$ cat config.mk
export PLATFORM = sky130hd
export DESIGN_NAME = riscm_controller
export DESIGN_NICKNAME = d
export VERILOG_FILES = /design/src/rtl/riscm_pkg.sv /design/src/rtl/riscm_instr_decoder.sv /design/src/rtl/riscm_controller.sv
export SDC_FILE = /design/constraint.sdc
export NUM_CORES = 1
export LEC_CHECK = 0
export BUFFER_PORTS_ARGS = -buffer_cell sky130_fd_sc_hd__buf_2
export CELL_PAD_IN_SITES_DETAIL_PLACEMENT = 0
export CELL_PAD_IN_SITES_GLOBAL_PLACEMENT = 1
export CORE_MARGIN = 4
export CORE_UTILIZATION = 35
export CTS_CLUSTER_SIZE = 30
export DETAILED_ROUTE_END_ITERATION = 8
export GPL_TIMING_DRIVEN = 0
export PLACE_DENSITY = 0.78
export RECOVER_POWER = 50
export SLEW_MARGIN = 20
export SYNTH_ARGS = -nofsm -noshare
export SYNTH_HDL_FRONTEND = slang
export SYNTH_SLANG_ARGS = --single-unit
$ cat constraint.sdc
create_clock -name clk -period 2.2 [get_ports clk]
set_input_delay 0.11 -clock clk [delete_from_list [all_inputs] [get_ports clk]]
set_output_delay 0.11 -clock clk [all_outputs]
set_load 0.005 [all_outputs]
$ cat src/rtl/riscm_pkg.sv
// Shared types and encodings for the Simple RISC Machine controller.
// Holds the FSM state enum, opcode/op field values, ALUop and shift codes,
// and the decoded instruction class used between decoder and sequencer.
package riscm_pkg;

    typedef enum logic [2:0] {
        S_WAIT      = 3'd0,
        S_DECODE    = 3'd1,
        S_WRITE_IMM = 3'd2,
        S_GET_A     = 3'd3,
        S_GET_B     = 3'd4,
        S_ALU       = 3'd5,
        S_WRITE_REG = 3'd6
    } state_t;

    // opcode field IR[15:13]
    localparam logic [2:0] OPC_MOV = 3'b110;
    localparam logic [2:0] OPC_ALU = 3'b101;

    // op field IR[12:11]
    localparam logic [1:0] OP_MOV_IMM = 2'b10;
    localparam logic [1:0] OP_MOV_REG = 2'b00;
    localparam logic [1:0] OP_ADD     = 2'b00;
    localparam logic [1:0] OP_CMP     = 2'b01;
    localparam logic [1:0] OP_AND     = 2'b10;
    localparam logic [1:0] OP_MVN     = 2'b11;

    // ALUop codes
    localparam logic [2:0] ALU_ADD = 3'b000;
    localparam logic [2:0] ALU_SUB = 3'b001;
    localparam logic [2:0] ALU_AND = 3'b010;
    localparam logic [2:0] ALU_MVN = 3'b011;

    // shifter codes
    localparam logic [2:0] SH_NONE = 3'b000;
    localparam logic [2:0] SH_LSL1 = 3'b001;
    localparam logic [2:0] SH_LSR1 = 3'b010;
    localparam logic [2:0] SH_ASR1 = 3'b011;

    typedef enum logic [2:0] {
        CLS_ILLEGAL = 3'd0,
        CLS_MOV_IMM = 3'd1,
        CLS_MOV_REG = 3'd2,
        CLS_ADD     = 3'd3,
        CLS_CMP     = 3'd4,
        CLS_AND     = 3'd5,
        CLS_MVN     = 3'd6
    } instr_class_t;

endpackage

$ cat src/rtl/riscm_instr_decoder.sv
// Purpose: split the latched instruction word into fields and classify it.
// Latency: purely combinational, zero cycles.
// Backpressure: none; output follows ir_i continuously.
// Ports: ir_i (16-bit IR) -> rn_o, rd_o, rm_o, sh_o, imm8_o, cls_o.
module riscm_instr_decoder
    import riscm_pkg::*;
(
    input  logic [15:0]   ir_i,
    output logic [2:0]    rn_o,
    output logic [2:0]    rd_o,
    output logic [2:0]    rm_o,
    output logic [1:0]    sh_o,
    output logic [7:0]    imm8_o,
    output instr_class_t  cls_o
);

    logic [2:0] opcode;
    logic [1:0] op;

    assign opcode = ir_i[15:13];
    assign op     = ir_i[12:11];
    assign rn_o   = ir_i[10:8];
    assign rd_o   = ir_i[7:5];
    assign sh_o   = ir_i[4:3];
    assign rm_o   = ir_i[2:0];
    // imm8 overlaps Rd/sh/Rm; only MOV-immediate interprets it
    assign imm8_o = ir_i[7:0];

    always_comb begin
        cls_o = CLS_ILLEGAL;
        if (opcode == OPC_MOV) begin
            if (op == OP_MOV_IMM)
                cls_o = CLS_MOV_IMM;
            else if (op == OP_MOV_REG)
                cls_o = CLS_MOV_REG;
        end else if (opcode == OPC_ALU) begin
            case (op)
                OP_ADD:  cls_o = CLS_ADD;
                OP_CMP:  cls_o = CLS_CMP;
                OP_AND:  cls_o = CLS_AND;
                OP_MVN:  cls_o = CLS_MVN;
                default: cls_o = CLS_ILLEGAL;
            endcase
        end
    end

endmodule

$ cat src/rtl/riscm_controller.sv
// Purpose: sequencing FSM driving the Simple RISC Machine datapath controls.
// Latency: 2..5 busy cycles per instruction (1 for illegal), done/err pulse on next WAIT cycle.
// Backpressure: start accepted only while w=1 (WAIT); ignored otherwise, IR holds.
// Ports: clk, reset_n, start, instr in; w, done, err, readnum, writenum, write,
//        loada/b/c/s, asel, bsel, vsel, ALUop, shift, datapath_in out.
module riscm_controller
    import riscm_pkg::*;
#(
    parameter int data_width = 16
) (
    input  logic                  clk,
    input  logic                  reset_n,
    input  logic                  start,
    input  logic [15:0]           instr,
    output logic                  w,
    output logic                  done,
    output logic                  err,
    output logic [2:0]            readnum,
    output logic [2:0]            writenum,
    output logic                  write,
    output logic                  loada,
    output logic                  loadb,
    output logic                  loadc,
    output logic                  loads,
    output logic                  asel,
    output logic                  bsel,
    output logic                  vsel,
    output logic [2:0]            ALUop,
    output logic [2:0]            shift,
    output logic [data_width-1:0] datapath_in
);

    state_t       state_q, state_d;
    logic [15:0]  ir_q;
    logic         done_q, done_d;
    logic         err_q, err_d;

    logic [2:0]   rn, rd, rm;
    logic [1:0]   sh;
    logic [7:0]   imm8;
    instr_class_t cls;

    riscm_instr_decoder u_dec (
        .ir_i   (ir_q),
        .rn_o   (rn),
        .rd_o   (rd),
        .rm_o   (rm),
        .sh_o   (sh),
        .imm8_o (imm8),
        .cls_o  (cls)
    );

    always_ff @(posedge clk or negedge reset_n) begin
        if (!reset_n) begin
            state_q <= S_WAIT;
            ir_q    <= '0;
            done_q  <= 1'b0;
            err_q   <= 1'b0;
        end else begin
            state_q <= state_d;
            done_q  <= done_d;
            err_q   <= err_d;
            if (state_q == S_WAIT && start)
                ir_q <= instr;
        end
    end

    always_comb begin
        state_d  = state_q;
        done_d   = 1'b0;
        err_d    = 1'b0;
        w        = 1'b0;
        readnum  = 3'd0;
        writenum = 3'd0;
        write    = 1'b0;
        loada    = 1'b0;
        loadb    = 1'b0;
        loadc    = 1'b0;
        loads    = 1'b0;
        asel     = 1'b0;
        vsel     = 1'b0;
        ALUop    = ALU_ADD;
        shift    = SH_NONE;

        case (state_q)
            S_WAIT: begin
                w = 1'b1;
                if (start)
                    state_d = S_DECODE;
            end
            S_DECODE: begin
                case (cls)
                    CLS_MOV_IMM:          state_d = S_WRITE_IMM;
                    CLS_MOV_REG, CLS_MVN: state_d = S_GET_B;
                    CLS_ADD, CLS_CMP, CLS_AND: state_d = S_GET_A;
                    default: begin
                        state_d = S_WAIT;
                        err_d   = 1'b1;
                    end
                endcase
            end
            S_WRITE_IMM: begin
                vsel     = 1'b1;
                writenum = rn;
                write    = 1'b1;
                state_d  = S_WAIT;
                done_d   = 1'b1;
            end
            S_GET_A: begin
                readnum = rn;
                loada   = 1'b1;
                state_d = S_GET_B;
            end
            S_GET_B: begin
                readnum = rm;
                loadb   = 1'b1;
                state_d = S_ALU;
            end
            S_ALU: begin
                case (sh)
                    2'b00:   shift = SH_NONE;
                    2'b01:   shift = SH_LSL1;
                    2'b10:   shift = SH_LSR1;
                    default: shift = SH_ASR1;
                endcase
                case (cls)
                    CLS_CMP: ALUop = ALU_SUB;
                    CLS_AND: ALUop = ALU_AND;
                    CLS_MVN: ALUop = ALU_MVN;
                    default: ALUop = ALU_ADD;
                endcase
                // single-operand forms pass B through by zeroing A
                asel = (cls == CLS_MOV_REG) || (cls == CLS_MVN);
                if (cls == CLS_CMP) begin
                    // CMP only updates flags; there is no write-back
                    loads   = 1'b1;
                    state_d = S_WAIT;
                    done_d  = 1'b1;
                end else begin
                    loadc   = 1'b1;
                    state_d = S_WRITE_REG;
                end
            end
            S_WRITE_REG: begin
                writenum = rd;
                write    = 1'b1;
                state_d  = S_WAIT;
                done_d   = 1'b1;
            end
            default: state_d = S_WAIT;
        endcase
    end

    assign done        = done_q;
    assign err         = err_q;
    assign bsel        = 1'b0;
    assign datapath_in = {{(data_width-8){imm8[7]}}, imm8};

endmodule

# Yosys cells after proc, flatten, opt, wreduce, memory -nomap -nowiden
# Index checks and enable logic that the tools add are counted.
[totals]
ff_bits = 21
input_bits = 19
output_inout_bits = 39
[op_classes]
n_eq_ne = 20
mux = 28
reduce_logical = 9
[ops]
columns = ["op", "n"]
rows = [
  ["== test 3 bit (second input constant)", 8],
  ["2-to-1 mux 3 bit", 5],
  ["one-hot mux 3 bit (5 select lines)", 1],
  ["== test 3 x 2 -> 1 bit (second input constant)", 4],
  ["2-to-1 mux 1 bit", 12],
  ["one-hot mux 2 bit (3 select lines)", 2],
  ["one-hot mux 3 bit (2 select lines)", 2],
  ["one-hot mux 3 bit (4 select lines)", 1],
  ["one-hot mux 3 bit (3 select lines)", 1],
  ["== test 2 bit (second input constant)", 3],
  ["== test 3 x 1 -> 1 bit (second input constant)", 2],
  ["2-to-1 mux 2 bit", 3],
  ["OR reduction 6 bit", 1],
  ["== test 2 x 1 -> 1 bit (second input constant)", 2],
  ["logical NOT 2 bit", 2],
  ["OR reduction 2 bit", 2],
  ["logical NOT 3 bit", 1],
  ["OR reduction 3 bit", 1],
  ["!= test 2 bit (second input constant)", 1],
  ["one-hot mux 1 bit (2 select lines)", 1],
  ["logical AND 1 bit", 1],
  ["logical OR 1 bit", 1],
]

# Logic depth before layout (Yosys ltp)
[depth]
ltp_word = 8
ltp_mapped = 7

# By module
# A second synthesis with hierarchy kept.
[unflattened]
cells_unflattened = 138
area_unflattened_um2 = 1455.1
[modules_own_cells]
columns = ["module", "instances", "cells_per_inst", "area_each_um2"]
rows = [
  ["riscm_controller", 1, 106, 1222.4],
  ["riscm_instr_decoder", 1, 32, 232.7],
]

# Worst setup path after synthesis
# No wires, ideal clock.
[synth_path]
kind = "register to register"
from = "register ir_q[11]"
to = "register state_q[0]"
t_arrival_ns = 1.512
setup_slack_ns = 0.612
stages_incl_launch_ff = 7
path_buffers = 0
period_less_slack_ns = 1.588
path_cell_list = "dfrtp_1 -> inv_1 -> ha_1 -> nor3b_1 -> o21ai_1 -> or4_1 -> o21ai_1"
[synth_between]
elab_chain_len = 8
word_cells_on_any_way = 19
classes_between = "9 x eq/ne; 7 x mux; 3 x reduce/logical"
[synth_rtl]
columns = ["element", "line", "text"]
rows = [
  ["start: declaration", "riscm_controller.sv:34", "logic [15:0] ir_q;"],
  ["start signal: assignment", "riscm_controller.sv:64", "ir_q <= instr;"],
  ["== test 2 bit, or another cell as far along", "riscm_instr_decoder.sv:37", "case (op)"],
  ["one-hot mux 3 bit (4 select lines) / 2-to-1 mux 2 bit (equally long branches)", "riscm_instr_decoder.sv:37, riscm_instr_decoder.sv:34", ""],
  ["2-to-1 mux 3 bit, on equally long branches", "riscm_instr_decoder.sv:36, riscm_instr_decoder.sv:32", ""],
  ["2-to-1 mux 3 bit *", "riscm_instr_decoder.sv:31", "if (opcode == OPC_MOV) begin"],
  ["== test 3 bit / == test 3 x 2 -> 1 bit (equally long branches)", "riscm_controller.sv:92", "case (cls)"],
  ["OR reduction 3 bit / OR reduction 2 bit (equally long branches)", "n/a", ""],
  ["one-hot mux 3 bit (3 select lines) *", "riscm_controller.sv:92", ""],
  ["one-hot mux 3 bit (5 select lines) *", "riscm_controller.sv:85", "case (state_q)"],
  ["end signal: assignment", "riscm_controller.sv:60", "state_q <= state_d;"],
  ["end: declaration", "riscm_controller.sv:33", "state_t state_q, state_d;"],
]
# Every way passes the cells marked *; elsewhere a longest branch is shown, timed or not.
# A chain may end at the register's enable or synchronous reset.

# Final worst setup path
[layout_path]
from = "register ir_q[12]"
to = "output ALUop[1]"
[layout_between]
elab_chain_len = 7
word_cells_on_any_way = 14
classes_between = "6 x eq/ne; 7 x mux; 1 x reduce/logical"
[layout_rtl]
columns = ["element", "line", "text"]
rows = [
  ["== test 2 bit, or another cell as far along", "riscm_instr_decoder.sv:37", ""],
  ["one-hot mux 3 bit (4 select lines) / 2-to-1 mux 2 bit (equally long branches)", "riscm_instr_decoder.sv:37, riscm_instr_decoder.sv:34", ""],
  ["2-to-1 mux 3 bit, on equally long branches", "riscm_instr_decoder.sv:36, riscm_instr_decoder.sv:32", ""],
  ["2-to-1 mux 3 bit *", "riscm_instr_decoder.sv:31", ""],
  ["== test 3 bit", "riscm_controller.sv:126", "case (cls)"],
  ["one-hot mux 2 bit (3 select lines) *", "riscm_controller.sv:126", ""],
  ["2-to-1 mux 2 bit *", "riscm_controller.sv:85", ""],
  ["end: declaration", "riscm_controller.sv:28", "output logic [2:0] ALUop,"],
]
# Marks and branches as above.

==> impl_metrics.tcl <==
set metrics [dict create \
    ys_seq_area_frac 0.384 \
    worstMarginPinSlew_ns 1.15 \
    pin_count_of_the_biggest_net_entering_global_routing 22 \
    rows 22 \
    seq_power_share 0.317 \
    timing.critical_path.arrival_ns 1.81 \
    cellLeakagePower_nw 0.902 \
    all_layer_global_routing_usage 0.128 \
    maximum_level_of_the_cts_h_tree 1 \
    path_clk_slew_ns 0.08 \
    vias_per_cell 4.72 \
    maxCapViolCount 0 \
    design.die.area_sq_um 4970 \
    mappedNetlistArea_sq_um 1370 \
    comb_power_share 0.574 \
    critical_path.n_buffers_inverters 2 \
    setup_violations 0 \
    detail_route.wirelength_um 3170 \
    yosys.area.top_type "sky130_fd_sc_hd__dfrtp_1" \
    clockBufferDepth 2 \
    core_area_sq_um 3720 \
    detail_route.first_pass.iterations 4 \
    nFillCells 357 \
    floorplan_die_width_um 70.5 \
    critical-path-slowest-cell "sky130_fd_sc_hd__ha_1" \
    yosys_register_bits 21 \
    synthTopCellsByArea "sky130_fd_sc_hd__dfrtp_1, sky130_fd_sc_hd__buf_4, sky130_fd_sc_hd__mux2_2" \
    total_global_routing_overflow 0 \
    synth-edff-count 0 \
    port-buffer-count 54 \
    final_core_util 0.473 \
    ys_async_sr_fraction 1.00 \
    drive_gt1_frac 0.490 \
    worst_slew_margin_rel 0.235 \
    cts_repair_resize_count 0 \
    outcome "finished, final reports clean" \
    die_ht_um 70.5 \
    syn_avg_cell_area_sq_um 10.1 \
    clkLatencyLatePin_ns 0.26 \
    netlist_top_cells_count "sky130_fd_sc_hd__dfrtp_1, sky130_fd_sc_hd__buf_4, sky130_fd_sc_hd__nor2_1, sky130_fd_sc_hd__mux2_2, sky130_fd_sc_hd__nand2_1" \
    path_delay_family "compound AO/OA/AOI/OAI gates" \
    cts_inserted_buffers 3 \
    routed_wire_length_per_instance_um 13.0 \
    min-delay-path-class "in -> reg" \
    period_minus_slack_ns 1.92 \
    slowest_delay_ns 0.40 \
    finalHoldViolCount 0 \
    power.switching_w 0.000870 \
    timing.critical_path.from_type "flip-flop" \
    fin_nets 219 \
    start_util 0.368 \
    area_growth_pct 28.5 \
    cts_hold_buf 1 \
    dp_hpwl_um 2500 \
    path_class "reg -> out" \
    timing.final.max_slew_violations 0 \
    worstPathCellList "inv_1 > ha_1 > nor3b_1 > o21ai_1 > nand3_1 > a21oi_1 > buf_2" \
    via_count_of_the_first_global_routing_pass 1077 \
    synth.distinct_cells 31 \
    drt.antenna.violating_nets 0 \
    area_fraction_of_the_dominant_cell_type_after_synthesis 0.384 \
    gpl.final_weighted_congestion 0.870 \
    vias 1151 \
    tritoncts "built" \
    fin_setup_tns_ns 0 \
    syn-instance-count 135 \
    finalCritPeriodShare 0.872 \
    clock_sinks 21 \
    grt_setup_unrepaired "no" \
    internal_power_w 0.00147 \
    postCtsSetupRepairBufs 0 \
    grt_pass1_wl_um 5110 \
    drcViolationCount 0 \
    cts_root_buf "sky130_fd_sc_hd__clkbuf_8" \
    yosysWarningCount 0 \
    grt_antenna_before_repair 0 \
    synthMostInstantiatedCell "sky130_fd_sc_hd__dfrtp_1" \
    yosys_most_used_dff "sky130_fd_sc_hd__dfrtp_1" \
    max_freq_ghz 0.522 \
    power.density_cell_area_nw_per_um2 1330 \
    antenna_cells_inserted 0 \
    floorplan.io_pins 58 \
    critPathRequiredTime_ns 2.09 \
    power.ir.vdd_worst_mv 0.465 \
    drt_first_iter_violations 48 \
    worstPathMaxFanout 7 \
    finClkSkew_ns 0.00323 \
    critical_path.endpoint_type "primary output" \
    clock_power_share 0.110 \
    netSwitchingFraction 0.372 \
]
[power groups by stage]
stage	registers, W	logic, W	clock network, W
2_1_floorplan	0.000702	0.000998	0
3_3_place_gp	0.000741	0.00134	0
3_5_place_dp	0.000753	0.00137	0
4_1_cts	0.000746	0.00137	0.000264
5_1_grt	0.000777	0.00149	0.000281
6_report	0.000741	0.00134	0.000256
[flip-flops by register name (all words and copies together) (netlist names)]
name and cells:
state_q 3, ir_q 16, done 1, err 1
[routing by layer]
metal | vias up | global-route usage | part of all wire | wire length (um)
met5 | - | 0 | 0 | 0
met4 | 0 | 0.0383 | 0.0088 | 28
met3 | 4 | 0.0288 | 0.074 | 234
met2 | 43 | 0.211 | 0.48 | 1510
li1 | 566 | - | - | -
met1 | 538 | 0.166 | 0.44 | 1390
[logic make-up after synthesis]
logic type,after synthesis,synth area share
simple gates,47,0.194
compound gates,17,0.0778
other cells,1,0.00274
buf+inv,28,0.153
flops,21,0.384
fa+ha+maj,3,0.0275
mux,18,0.161
[layout make-up]
class / instances / area [sq um] / area share
inverter: 3 / 11.3 / 0.00641
multi-input combinational: 88 / 641 / 0.364
tap: 48 / 60.1 / 0.0342
timing repair buffer: 55 / 278 / 0.158
buffer: 25 / 198 / 0.112
sequential: 21 / 526 / 0.299
clock buffer: 4 / 45.0 / 0.0256
[worst paths after layout]
path	startpoint	end	slack (ns)	depth (start not counted)
worst max-delay path	ir_q[12]$_DFFE_PN0P_	ALUop[1]	0.28	7
worst min-delay path	instr[12]	ir_q[12]$_DFFE_PN0P_	0.05	3
worst max register to register	ir_q[11]$_DFFE_PN0P_	state_q[0]$_DFFE_PN0P_	0.41	6
worst min register to register	ir_q[2]$_DFFE_PN0P_	ir_q[2]$_DFFE_PN0P_	0.55	1
max in group asynchronous	reset_n	ir_q[10]$_DFFE_PN0P_	0.93	2
min in group asynchronous	reset_n	err$_DFF_PN0_	0.59	2
[tightest hold or removal path: stages]
cell and delay (ns):
sky130_fd_sc_hd__buf_2 0.08, sky130_fd_sc_hd__nand2_1 0.04, sky130_fd_sc_hd__o21ai_0 0.05
[cells in the final DEF, fill, tap and decap left out, types with 2 or more instances in the layout]
master,Yosys,routed
sky130_fd_sc_hd__a211oi_1,3,3
sky130_fd_sc_hd__a21oi_1,2,2
sky130_fd_sc_hd__a22o_1,3,3
sky130_fd_sc_hd__and3_1,3,3
sky130_fd_sc_hd__buf_2,2,54
sky130_fd_sc_hd__buf_4,19,3
sky130_fd_sc_hd__buf_6,4,4
sky130_fd_sc_hd__clkbuf_1,0,3
sky130_fd_sc_hd__clkbuf_4,0,16
sky130_fd_sc_hd__clkbuf_8,0,3
sky130_fd_sc_hd__conb_1,1,3
sky130_fd_sc_hd__dfrtp_1,21,21
sky130_fd_sc_hd__ha_1,3,3
sky130_fd_sc_hd__inv_1,3,3
sky130_fd_sc_hd__mux2_2,8,8
sky130_fd_sc_hd__mux2_4,6,6
sky130_fd_sc_hd__mux2i_1,4,4
sky130_fd_sc_hd__nand2_1,8,8
sky130_fd_sc_hd__nand2b_1,4,4
sky130_fd_sc_hd__nand3_1,4,4
sky130_fd_sc_hd__nor2_1,12,12
sky130_fd_sc_hd__nor2b_1,2,2
sky130_fd_sc_hd__nor3_1,2,2
sky130_fd_sc_hd__nor3b_1,5,5
sky130_fd_sc_hd__o21ai_0,5,5
sky130_fd_sc_hd__o21ai_1,2,2
sky130_fd_sc_hd__o22ai_1,2,2
[metrics by stage]
stage	std cells	instance area (sq um)	hold slack, ns	power [W]	worst slack (ns)
floorplan	137	1380	-0.186	0.00170	0.612
global placement	239	1710	0.0955	0.00208	0.484
detailed placement	239	1710	0.101	0.00212	0.421
CTS	244	1760	0.0508	0.00238	0.251
global route	244	1760	0.0644	0.00254	0.0770
finish	244	1760	0.0483	0.00234	0.283
Power figures use the tool's default switching activity.
